<file path="src/rtl/mem_arbiter_if.sv">
// Shared-memory arbiter bundle: I/D requester handshakes plus the memory port.
// slave modport is the arbiter view; master is the requester/memory environment view.
interface mem_arbiter_if #(
  parameter int unsigned ADDR_W = 14,
  parameter int unsigned LINE_W = 64
);
  logic              i_req;
  logic [ADDR_W-1:0] i_addr;
  logic              i_done;
  logic              d_req;
  logic              d_we;
  logic [ADDR_W-1:0] d_addr;
  logic [LINE_W-1:0] d_wdata;
  logic              d_done;
  logic [LINE_W-1:0] rdata;
  logic              i_gnt;
  logic              d_gnt;
  logic              mem_re;
  logic              mem_we;
  logic [ADDR_W-1:0] mem_addr;
  logic [LINE_W-1:0] mem_wdata;
  logic [LINE_W-1:0] mem_rdata;

  modport slave (
    input  i_req, i_addr, d_req, d_we, d_addr, d_wdata, mem_rdata,
    output i_done, d_done, rdata, i_gnt, d_gnt, mem_re, mem_we, mem_addr, mem_wdata
  );

  modport master (
    output i_req, i_addr, d_req, d_we, d_addr, d_wdata, mem_rdata,
    input  i_done, d_done, rdata, i_gnt, d_gnt, mem_re, mem_we, mem_addr, mem_wdata
  );
endinterface

</file>
<file path="src/rtl/mem_arbiter.sv">
// mem_arbiter: serialises I-fill and D-fill/writeback onto one fixed-latency memory port.
// Define MEM_ARB_FAIR_EN for alternating tie-break (last_i); otherwise D wins every tie.
module mem_arbiter #(
  parameter int unsigned MEM_LATENCY = 4,
  parameter int unsigned ADDR_W      = 14,
  parameter int unsigned LINE_W      = 64
) (
  input  logic         clk,
  input  logic         rst,
  mem_arbiter_if.slave bus
);
  localparam int unsigned      CNT_W    = $clog2(MEM_LATENCY + 1);
  localparam logic [CNT_W-1:0] CNT_LOAD = CNT_W'(MEM_LATENCY);
  localparam logic [CNT_W-1:0] CNT_LAST = CNT_W'(1);

  typedef enum logic [1:0] {IDLE, BUSY, RESP} state_e;

  state_e            state_q, state_d;
  logic [CNT_W-1:0]  cnt_q, cnt_d;
  logic              i_gnt_q, i_gnt_d, d_gnt_q, d_gnt_d;
  logic              mem_re_q, mem_re_d, mem_we_q, mem_we_d;
  logic              i_done_q, i_done_d, d_done_q, d_done_d;
  logic [ADDR_W-1:0] addr_q, addr_d;
  logic [LINE_W-1:0] wdata_q, wdata_d, rdata_q, rdata_d;
  logic              tie_to_d, pick_d, pick_we;

`ifdef MEM_ARB_FAIR_EN
  logic last_i_q, last_i_d;
  assign tie_to_d = last_i_q;
`else
  assign tie_to_d = 1'b1;
`endif

  assign pick_d  = bus.d_req && (!bus.i_req || tie_to_d);
  assign pick_we = pick_d && bus.d_we;

  always_comb begin
    state_d  = state_q;
    cnt_d    = cnt_q;
    i_gnt_d  = i_gnt_q;
    d_gnt_d  = d_gnt_q;
    mem_re_d = mem_re_q;
    mem_we_d = mem_we_q;
    i_done_d = 1'b0;
    d_done_d = 1'b0;
    addr_d   = addr_q;
    wdata_d  = wdata_q;
    rdata_d  = rdata_q;
`ifdef MEM_ARB_FAIR_EN
    last_i_d = last_i_q;
`endif
    case (state_q)
      IDLE: begin
        if (bus.i_req || bus.d_req) begin
          state_d  = BUSY;
          cnt_d    = CNT_LOAD;
          i_gnt_d  = !pick_d;
          d_gnt_d  = pick_d;
          mem_re_d = !pick_we;
          mem_we_d = pick_we;
          addr_d   = pick_d ? bus.d_addr : bus.i_addr;
          wdata_d  = bus.d_wdata;
`ifdef MEM_ARB_FAIR_EN
          last_i_d = !pick_d;
`endif
        end
      end
      BUSY: begin
        cnt_d = cnt_q - CNT_LAST;
        // mem_we_q doubles as the latched direction while BUSY
        if (cnt_q == CNT_LAST) begin
          state_d  = RESP;
          mem_re_d = 1'b0;
          mem_we_d = 1'b0;
          i_done_d = i_gnt_q;
          d_done_d = d_gnt_q;
          if (!mem_we_q) rdata_d = bus.mem_rdata;
        end
      end
      RESP: begin
        state_d = IDLE;
        i_gnt_d = 1'b0;
        d_gnt_d = 1'b0;
      end
      default: state_d = IDLE;
    endcase
  end

  always_ff @(posedge clk) begin
    if (!rst) begin
      state_q  <= IDLE;
      cnt_q    <= '0;
      i_gnt_q  <= 1'b0;
      d_gnt_q  <= 1'b0;
      mem_re_q <= 1'b0;
      mem_we_q <= 1'b0;
      i_done_q <= 1'b0;
      d_done_q <= 1'b0;
      addr_q   <= '0;
      wdata_q  <= '0;
      rdata_q  <= '0;
`ifdef MEM_ARB_FAIR_EN
      last_i_q <= 1'b0;
`endif
    end else begin
      state_q  <= state_d;
      cnt_q    <= cnt_d;
      i_gnt_q  <= i_gnt_d;
      d_gnt_q  <= d_gnt_d;
      mem_re_q <= mem_re_d;
      mem_we_q <= mem_we_d;
      i_done_q <= i_done_d;
      d_done_q <= d_done_d;
      addr_q   <= addr_d;
      wdata_q  <= wdata_d;
      rdata_q  <= rdata_d;
`ifdef MEM_ARB_FAIR_EN
      last_i_q <= last_i_d;
`endif
    end
  end

  assign bus.i_done    = i_done_q;
  assign bus.d_done    = d_done_q;
  assign bus.i_gnt     = i_gnt_q;
  assign bus.d_gnt     = d_gnt_q;
  assign bus.mem_re    = mem_re_q;
  assign bus.mem_we    = mem_we_q;
  assign bus.mem_addr  = addr_q;
  assign bus.mem_wdata = wdata_q;
  assign bus.rdata     = rdata_q;
endmodule

</file>
<file path="src/flat_wrapper.sv">
// flat-port wrapper written by rule: the top's interface ports become plain ports
module mem_arbiter_flat 
#(
  parameter int unsigned MEM_LATENCY = 4,
  parameter int unsigned ADDR_W      = 14,
  parameter int unsigned LINE_W      = 64
)
  (clk, rst, bus_i_req, bus_i_addr, bus_d_req, bus_d_we, bus_d_addr, bus_d_wdata, bus_mem_rdata, bus_i_done, bus_d_done, bus_rdata, bus_i_gnt, bus_d_gnt, bus_mem_re, bus_mem_we, bus_mem_addr, bus_mem_wdata);
  mem_arbiter_if #(.ADDR_W(ADDR_W), .LINE_W(LINE_W)) bus_i ();
  input  logic clk;
  input  logic rst;
  input wire logic [$bits(bus_i.i_req)-1:0] bus_i_req;
  input wire logic [$bits(bus_i.i_addr)-1:0] bus_i_addr;
  input wire logic [$bits(bus_i.d_req)-1:0] bus_d_req;
  input wire logic [$bits(bus_i.d_we)-1:0] bus_d_we;
  input wire logic [$bits(bus_i.d_addr)-1:0] bus_d_addr;
  input wire logic [$bits(bus_i.d_wdata)-1:0] bus_d_wdata;
  input wire logic [$bits(bus_i.mem_rdata)-1:0] bus_mem_rdata;
  output wire logic [$bits(bus_i.i_done)-1:0] bus_i_done;
  output wire logic [$bits(bus_i.d_done)-1:0] bus_d_done;
  output wire logic [$bits(bus_i.rdata)-1:0] bus_rdata;
  output wire logic [$bits(bus_i.i_gnt)-1:0] bus_i_gnt;
  output wire logic [$bits(bus_i.d_gnt)-1:0] bus_d_gnt;
  output wire logic [$bits(bus_i.mem_re)-1:0] bus_mem_re;
  output wire logic [$bits(bus_i.mem_we)-1:0] bus_mem_we;
  output wire logic [$bits(bus_i.mem_addr)-1:0] bus_mem_addr;
  output wire logic [$bits(bus_i.mem_wdata)-1:0] bus_mem_wdata;
  assign bus_i.i_req = bus_i_req;
  assign bus_i.i_addr = bus_i_addr;
  assign bus_i.d_req = bus_d_req;
  assign bus_i.d_we = bus_d_we;
  assign bus_i.d_addr = bus_d_addr;
  assign bus_i.d_wdata = bus_d_wdata;
  assign bus_i.mem_rdata = bus_mem_rdata;
  assign bus_i_done = bus_i.i_done;
  assign bus_d_done = bus_i.d_done;
  assign bus_rdata = bus_i.rdata;
  assign bus_i_gnt = bus_i.i_gnt;
  assign bus_d_gnt = bus_i.d_gnt;
  assign bus_mem_re = bus_i.mem_re;
  assign bus_mem_we = bus_i.mem_we;
  assign bus_mem_addr = bus_i.mem_addr;
  assign bus_mem_wdata = bus_i.mem_wdata;
  mem_arbiter #(.MEM_LATENCY(MEM_LATENCY), .ADDR_W(ADDR_W), .LINE_W(LINE_W)) u_core (.clk(clk), .rst(rst), .bus(bus_i));
endmodule
</file>
<file path="config.mk">
export PLATFORM = sky130hd
export DESIGN_NAME = mem_arbiter_flat
export DESIGN_NICKNAME = d
export VERILOG_FILES = /design/src/rtl/mem_arbiter_if.sv /design/src/rtl/mem_arbiter.sv /design/src/flat_wrapper.sv
export SDC_FILE = /design/constraint.sdc
export NUM_CORES = 1
export LEC_CHECK = 0
export ABC_AREA = 1
export CAP_MARGIN = 0
export CORE_ASPECT_RATIO = 0.75
export CORE_MARGIN = 5
export CORE_UTILIZATION = 35
export DETAILED_ROUTE_END_ITERATION = 10
export PLACE_DENSITY = 0.72
export SETUP_SLACK_MARGIN = 0.15
export SLEW_MARGIN = 40
export SYNTH_ARGS = -nofsm -noshare
export SYNTH_HDL_FRONTEND = slang
export SYNTH_SLANG_ARGS = --single-unit
</file>
<file path="constraint.sdc">
create_clock -name clk -period 3.2 [get_ports clk]
set_clock_uncertainty 0.1 [all_clocks]
set_input_delay 0.64 -clock clk [delete_from_list [all_inputs] [get_ports clk]]
set_output_delay 0.64 -clock clk [all_outputs]
set_load 0.01 [all_outputs]
</file>
=== Word level (Yosys, flattened, before mapping) ===
Index checks and enable logic that the tools add are counted.
Widths: inputs -> output; s select.

* Input port bits: 161
* Register bits after elaboration: 153
* Output and inout port bits: 148
* Logic and storage cells: 47

* Multiplexer cells: 15
* Add/sub/neg operators: 1
* Reduce and logical (&&, ||, !) cells: 14
* Equality and inequality tests: 5
* Bitwise gates (word level): 1

{| class="wikitable"
|+ Operators with widths
! operator !! count
|-
| $mux 14 || 1
|-
| $reduce_and 3->1 || 3
|-
| $pmux 1 s2 || 4
|-
| $reduce_and 2->1 || 4
|-
| $pmux 3 s2 || 1
|-
| $mux 1 || 5
|-
| $mux 2 || 2
|-
| $ne 2x1->1 const B || 2
|-
| $pmux 2 s2 || 1
|-
| $reduce_bool 2->1 || 2
|-
| $eq 3x1->1 const B || 1
|-
| $mux 3 || 1
|-
| $sub 3x1->3 const B || 1
|-
| $eq 2x1->1 const B || 1
|-
| $eq 2x2->1 const B || 1
|-
| $logic_not 1->1 || 2
|-
| $logic_not 2->1 || 1
|-
| $logic_and 1x1->1 || 1
|-
| $logic_or 1x1->1 || 1
|-
| $not 1->1 || 1
|}

=== Logic depth before layout (Yosys ltp) ===
Gate-level depths: netlist of run 1.

* Depth after elaboration: 4
* Mapped depth: 9
* Depth with buffers taken out: 8

=== Worst setup path after synthesis of run 1 ===
Ideal clock, no wire load.

* Path kind: input -> register
* Start: input bus_d_req
* End: register u_core.wdata_q[53], in the netlist u_core.bus.mem_wdata[53]
* Path buffers: 3
* Cell stages on the path: 9
* Arrival: 1464 ps
* Path slack: 1521 ps
* Cell sequence: buf_4 > inv_2 > nand2_1 > nand2_2 > inv_2 > buf_6 > buf_6 > nor2_1 > nor2_1

* Word-level cells in the longest chain between the ends: 2

{| class="wikitable"
|+ RTL lines
! what !! line !! RTL
|-
| start, declared || flat_wrapper.sv:14 || <nowiki>input wire logic [$bits(bus_i.d_req)-1:0] bus_d_req;</nowiki>
|-
| $logic_or 1x1->1 || mem_arbiter.sv:54 || <nowiki>if (bus.i_req || bus.d_req) begin</nowiki>
|-
| $reduce_and 2->1 (no source line) || n/a ||
|-
| end signal, assigned || mem_arbiter.sv:115 || <nowiki>wdata_q <= wdata_d;</nowiki>
|-
| end, declared || mem_arbiter.sv:24 || <nowiki>logic [LINE_W-1:0] wdata_q, wdata_d, rdata_q, rdata_d;</nowiki>
|}

No other way between the ends.
A chain may end at the register's enable or synchronous reset.

=== Worst setup path after layout of run 1 ===
* Start: register u_core.mem_we_q, in the netlist u_core.bus.mem_we
* End: output bus_mem_we

{| class="wikitable"
|+ RTL lines
! what !! line !! RTL
|-
| start, declared || mem_arbiter.sv:21 || <nowiki>logic mem_re_q, mem_re_d, mem_we_q, mem_we_d;</nowiki>
|-
| start signal, assigned || mem_arbiter.sv:111 || <nowiki>mem_we_q <= mem_we_d;</nowiki>
|-
| end, declared || flat_wrapper.sv:25 || <nowiki>output wire logic [$bits(bus_i.mem_we)-1:0] bus_mem_we;</nowiki>
|}

No word-level cell between the ends.

==> flow_metrics.py, run 1 <==
metrics = {
    "logic_synthesis": {
        "synth_edf_count": 0,
        "synthArstFlopShare_pct": 0,
        "yosys_register_bits": 153,
        "synth_ff_type": "dfxtp_1",
        "synth_most_common_cell": "nor2_1",
        "synth_cells": 860,
        "syn_nets": 1023,
        "synth_cell_types": 22,
        "synth_top_area_share_pct": 50.0,
        "ys_top_cells_by_area": "dfxtp_1 50%, nor2_1 18%, nand2_1 7.1%, nand4_1 6.6%, o21ai_0 6.2%",
        "ys_seq_area_share_pct": 50.0,
        "yosysWarningCount": 0,
        "syn-cell-area_um2": 6130,
        "avgSynthCellArea_um2": 7.12,
        "synth_common_cells": "289 x nor2_1, 153 x dfxtp_1, 116 x nand2_1",
        "synth.largest_area_cell": "dfxtp_1",
    },
    "clock_tree": {
        "cts_tree": "yes",
        "cts_max_level": 4,
        "ctsHoldBuffers": 0,
        "cts_setup_buffers": 0,
        "clock_latency_ns": 0.42,
        "post_cts_resized": 0,
        "cts_root_buf": "clkbuf_16",
        "cts_buffer_depth": 2,
        "clock-sinks": 153,
        "clk_pin_slew_ns": 0.06,
        "cts_inserted_buffers": 17,
    },
    "detailed_routing": {
        "via_per_inst": 4.62,
        "wl_per_cell_um": 14.6,
        "vias": 6398,
        "final_antenna_net_count": 0,
        "first_pass_iters": 5,
        "routed_wirelength_um": 20200,
        "drtIter0Drc": 503,
        "drc": 0,
    },
    "worst_setup_path": {
        "slowest_delay_ns": 0.64,
        "startpoint_type": "flop",
        "slowest_stage": "clkdlybuf4s50_1",
        "cp.arrival_ns": 1.53,
        "endpoint_kind": "output port",
        "path_depth": 1,
        "path_delay_family": "buffers and inverters",
        "cp_data_required_time_ns": 2.46,
        "r2r_cells": 8,
        "crit_buf_inv": 1,
        "critPathKind": "flop to output port",
        "worstPathCellList": "clkdlybuf4s50_1",
        "cp_max_fo": 4,
    },
    "final_layout": {
        "layout-drive-gt1-share_pct": 4.61,
        "area_delta_synth_final_pct": 61.9,
        "nets": 1299,
        "finalNonFillerCells": 1385,
        "n_fill_cell": 1589,
        "multiInputGateArea_um2": 2490,
        "fin_util_pct": 58.4,
        "regArea_um2": 3060,
        "diodes": 0,
    },
    "power": {
        "pwr-share-seq_pct": 40.0,
        "leakagePower_nw": 4.22,
        "ir_worst_vdd_mv": 0.292,
        "p_clk_share_pct": 38.3,
        "power.internal_mw": 3.91,
        "power_density_nw_per_um2": 545,
        "power.switching_mw": 1.49,
        "comb_power_share_pct": 21.7,
        "p_sw_share_pct": 27.6,
        "power.total_mw": 5.40,
    },
    "timing": {
        "worst_pin_slew_ns": 0.757,
        "drv_slew": 0,
        "rsz0062_at_grt": "false",
        "finalHoldViolCount": 0,
        "setup-tns-final_ns": 0,
        "fin_crit_ns": 2.27,
        "setup_viol_count_final": 0,
        "maxSlewHeadroom_pct": 49.5,
        "fmax_mhz": 440,
        "finalCritPeriodShare_pct": 71.0,
    },
    "floorplan": {
        "die-area_um2": 20300,
        "core_um2": 17000,
        "ios": 309,
        "die_y_um": 125,
        "start_util_pct": 36.1,
        "rows": 41,
        "die_width_um": 163,
    },
    "grt": {
        "grt_antenna_before_repair": 0,
        "grt_pass1_wl_um": 31600,
        "grt_usage_pct": 19.1,
        "grt_overflow": 0,
        "grt_pass1_vias": 5836,
        "grt_max_degree": 87,
    },
    "placement": {
        "portBuffers": 308,
        "globalplace.congestion": 0.813,
        "dp_hpwl_um": 14200,
        "dp_cells": 1353,
    },
    "run": {
        "cap_violations": 0,
    },
    "hold_path": {
        "hold_path_depth": 2,
        "hold_class": "flop to flop",
    },
    "run_status": {
        "status": "complete, no violations",
    },
}
-- state kept, by name, summed over array words and instances (netlist names) --
| signal | cells |
|---|---|
| u_core.bus.d_done | 1 |
| u_core.bus.d_gnt | 1 |
| u_core.bus.i_done | 1 |
| u_core.bus.i_gnt | 1 |
| u_core.bus.mem_addr | 14 |
| u_core.bus.mem_re | 1 |
| u_core.bus.mem_wdata | 64 |
| u_core.bus.mem_we | 1 |
| u_core.bus.rdata | 64 |
| u_core.cnt_q | 3 |
| u_core.state_q | 2 |
-- path summary, 6_finish.rpt --
path / from / endpoint / slack (ns)
worst max-delay path: u_core.bus.mem_we$_SDFFE_PN0P_ / bus_mem_we / 0.93
worst min register to register: u_core.bus.mem_re$_SDFFE_PN0P_ / u_core.bus.mem_re$_SDFFE_PN0P_ / 0.36
worst max register to register: u_core.cnt_q[0]$_SDFFE_PN0P_ / u_core.bus.rdata[56]$_SDFFE_PN0P_ / 1.25
worst min-delay path: u_core.bus.mem_re$_SDFFE_PN0P_ / u_core.bus.mem_re$_SDFFE_PN0P_ / 0.36
-- cell type report --
type / count / share of cell area [%]
clock buffers: 18 / 4.43
multi-input cells: 572 / 25.1
flip-flops and latches: 153 / 30.9
clock inverters: 14 / 1.72
inverters: 73 / 2.76
repair buffers: 319 / 32.1
well taps: 236 / 2.98
-- cell usage in the layout, fill, tap and decap left out, drive strengths merged --
master           n
clkinvlp         4
nand3b           1
inv             75
clkinv           5
o21ai           81
nor2           292
nor3b            2
bufinv           3
dfxtp          153
buf             12
a21oi            6
nand3            4
clkbuf          18
clkdlybuf4s50  307
nand4           65
ha               2
xor2             1
nand2          118
-- routing by layer --
metal / up-vias / wire length [um] / global-route usage (%)
met1: 2893 / 8880 / 24.7
li1: 3248 / - / -
met4: 0 / 265 / 5.23
met5: - / 0 / 0
met2: 232 / 9120 / 29.8
met3: 25 / 1900 / 7.48
-- worst reg2reg max path: cells and delay by family, from the launching register on --
| kind | cells | cell delay [ns] |
|---|---|---|
| buffers and inverters | 2 | 0.60 |
| flip-flops | 1 | 0.38 |
| AND/OR/NAND/NOR | 5 | 0.61 |
| adder cells (fa/ha/maj) | 1 | 0.19 |
-- metrics by stage --
step	hold WS [ns]	worst slack, ns	area (um^2)
6_report	0.360	0.927	9920
5_1_grt	0.385	0.805	9920
4_1_cts	0.370	0.868	9920
3_5_place_dp	0.352	0.586	9310
3_3_place_gp	0.348	0.573	9310
2_1_floorplan	0.354	1.52	6130
-- power groups by stage --
| stage | logic, mW | clock network (mW) | registers [mW] |
|---|---|---|---|
| 2_1_floorplan | 0.477 | 0 | 2.27 |
| 3_3_place_gp | 1.17 | 0 | 2.20 |
| 3_5_place_dp | 1.18 | 0 | 2.20 |
| 4_1_cts | 1.18 | 2.12 | 2.16 |
| 5_1_grt | 1.28 | 2.21 | 2.18 |
| 6_report | 1.17 | 2.07 | 2.16 |
-- cell families after synthesis --
logic type | Yosys count | share of synthesized area (%)
adder cells (fa/ha/maj) | 2 | 0.408
flip-flops | 153 | 50.0
buffers and inverters | 135 | 9.52
AND/OR/NAND/NOR | 482 | 32.8
XOR/XNOR | 1 | 0.143
AO/OA/AOI/OAI | 87 | 7.11
(Power assumes the default switching activity.)
==> inputs of run 2 (changes only) <==
Clock period 3.2 ns to 2.4 ns, I/O delays scaled along.
==> run 2 against run 1 <==
Combinational power rose by 36%. Core utilization grew 0.066 points. Register-to-register slack worse by 0.53 ns. Critical path type unchanged. Die area unchanged. Clock power grew 27%. Routed wire length rose by 0.91%. Clock-buffer cell count is 1 higher. Total power up 31%. Flip-flop and latch count unchanged. Via count down 0.81%. Cell count barely moved. Hold slack worse by 0.13 ns.
==> flow_metrics.py, run 2 (synthesized netlist as in run 1, its figures left out) <==
metrics = {
    "run_status": {
        "status": "complete, no violations",
    },
    "final_layout": {
        "finalNonFillerCells": 1384,
        "diodes": 0,
        "mostFrequentLayoutCell": "clkdlybuf4s50_1",
        "area_delta_synth_final_pct": 62.1,
        "layout_common_cells": "307 x clkdlybuf4s50_1, 289 x nor2_1, 153 x dfxtp_1",
        "nets": 1299,
        "layout-drive-gt1-share_pct": 4.53,
    },
    "timing": {
        "setup_viol_count_final": 0,
        "setup-tns-final_ns": 0,
        "worst_pin_slew_ns": 0.689,
        "fmax_mhz": 473,
        "rsz0062_at_grt": "false",
        "fin_crit_ns": 2.11,
        "finalHoldViolCount": 0,
        "finalCritPeriodShare_pct": 88.1,
        "maxSlewHeadroom_pct": 54.1,
        "drv_slew": 0,
    },
    "clock_tree": {
        "clock-sinks": 153,
        "cts_tree": "yes",
        "clock_latency_ns": 0.42,
        "ctsHoldBuffers": 0,
        "cts_setup_buffers": 0,
        "cts_root_buf": "clkbuf_16",
        "cts_max_level": 4,
        "cts_inserted_buffers": 17,
        "clk_pin_slew_ns": 0.06,
        "cts_buffer_depth": 2,
        "post_cts_resized": 0,
    },
    "worst_setup_path": {
        "path_delay_family": "buffers and inverters",
        "startpoint_type": "flop",
        "endpoint_kind": "output port",
        "critPathKind": "flop to output port",
        "cp_data_required_time_ns": 1.82,
        "cp.arrival_ns": 1.53,
        "worstPathCellList": "clkdlybuf4s50_1",
        "slowest_stage": "clkdlybuf4s50_1",
        "cp_max_fo": 4,
        "crit_buf_inv": 1,
        "slowest_delay_ns": 0.65,
    },
    "floorplan": {
        "start_util_pct": 36.1,
        "die_y_um": 125,
        "rows": 41,
        "die_width_um": 163,
        "die-area_um2": 20300,
        "core_um2": 17000,
        "ios": 309,
    },
    "hold_path": {
        "hold_class": "input port to flop",
    },
    "placement": {
        "dp_hpwl_um": 13800,
        "globalplace.congestion": 0.789,
        "dp_cells": 1353,
        "portBuffers": 308,
    },
    "power": {
        "comb_power_share_pct": 22.4,
        "power.switching_mw": 2.03,
        "ir_worst_vdd_mv": 0.391,
        "power.internal_mw": 5.05,
        "p_sw_share_pct": 28.7,
        "leakagePower_nw": 4.22,
        "power.total_mw": 7.09,
        "power_density_nw_per_um2": 714,
        "p_clk_share_pct": 36.9,
        "pwr-share-seq_pct": 40.6,
    },
    "detailed_routing": {
        "drtIter0Drc": 469,
        "final_antenna_net_count": 0,
        "drc": 0,
        "via_per_inst": 4.59,
        "first_pass_iters": 4,
        "routed_wirelength_um": 20400,
        "wl_per_cell_um": 14.7,
        "vias": 6346,
    },
    "grt": {
        "grt_overflow": 0,
        "grt_antenna_before_repair": 0,
        "grt_usage_pct": 19.1,
        "grt_pass1_wl_um": 31400,
        "grt_max_degree": 104,
        "grt_pass1_vias": 5857,
    },
    "run": {
        "cap_violations": 0,
    },
}
==> run 2: cell types whose count changed in the layout (fill, tap and decap cells not counted), sizes merged <==
cell / delta
inv: +1
clkinvlp: -1
clkbuf: +1
bufinv: -2
==> run 2: layout make-up <==
cell class                      instances  area (um^2)
Sequential cell                       153         3060
Clock inverter                         12          118
Fill cell                            1593         7050
Timing Repair Buffer                  319         3240
Multi-Input combinational cell        572         2490
Inverter                               73          274
Tap cell                              236          295
Clock buffer                           19          453
==> run 2: path summary, 6_finish.rpt <==
path	startpoint	slack, ns	cells after the start	end
max	u_core.bus.mem_we$_SDFFE_PN0P_	0.29	1	bus_mem_we
max reg2reg	u_core.cnt_q[0]$_SDFFE_PN0P_	0.72	5	u_core.bus.rdata[24]$_SDFFE_PN0P_
min reg2reg	u_core.bus.rdata[24]$_SDFFE_PN0P_	0.37	2	u_core.bus.rdata[24]$_SDFFE_PN0P_
min	rst	0.23	3	u_core.bus.mem_re$_SDFFE_PN0P_
==> run 2: power by group through the flow <==
stage | clock (mW) | combinational, mW | sequential, mW
after floorplan | 0 | 0.636 | 3.03
after global placement | 0 | 1.58 | 2.93
after detailed placement | 0 | 1.59 | 2.94
after CTS | 2.67 | 1.60 | 2.88
after global routing | 2.79 | 1.74 | 2.91
final | 2.62 | 1.59 | 2.88
==> run 2: routing by layer <==
| layer | GRT usage, % | wire (um) | vias to the layer above |
|---|---|---|---|
| met1 | 23.9 | 8870 | 2856 |
| li1 | - | - | 3251 |
| met4 | 4.83 | 269 | 0 |
| met3 | 7.31 | 1990 | 21 |
| met5 | 0 | 0 | - |
| met2 | 31.0 | 9230 | 218 |
==> run 2: stage by stage <==
step / worst slack [ns] / area (um^2) / utilization (%) / hold slack [ns]
floorplan: 0.881 / 6130 / - / 0.354
global placement: 0.415 / 9360 / 55.1 / 0.347
detailed placement: 0.391 / 9360 / 55.1 / 0.358
CTS: 0.246 / 9930 / 58.5 / 0.218
global route: 0.225 / 9930 / 58.5 / 0.262
finish: 0.285 / 9930 / 58.5 / 0.233
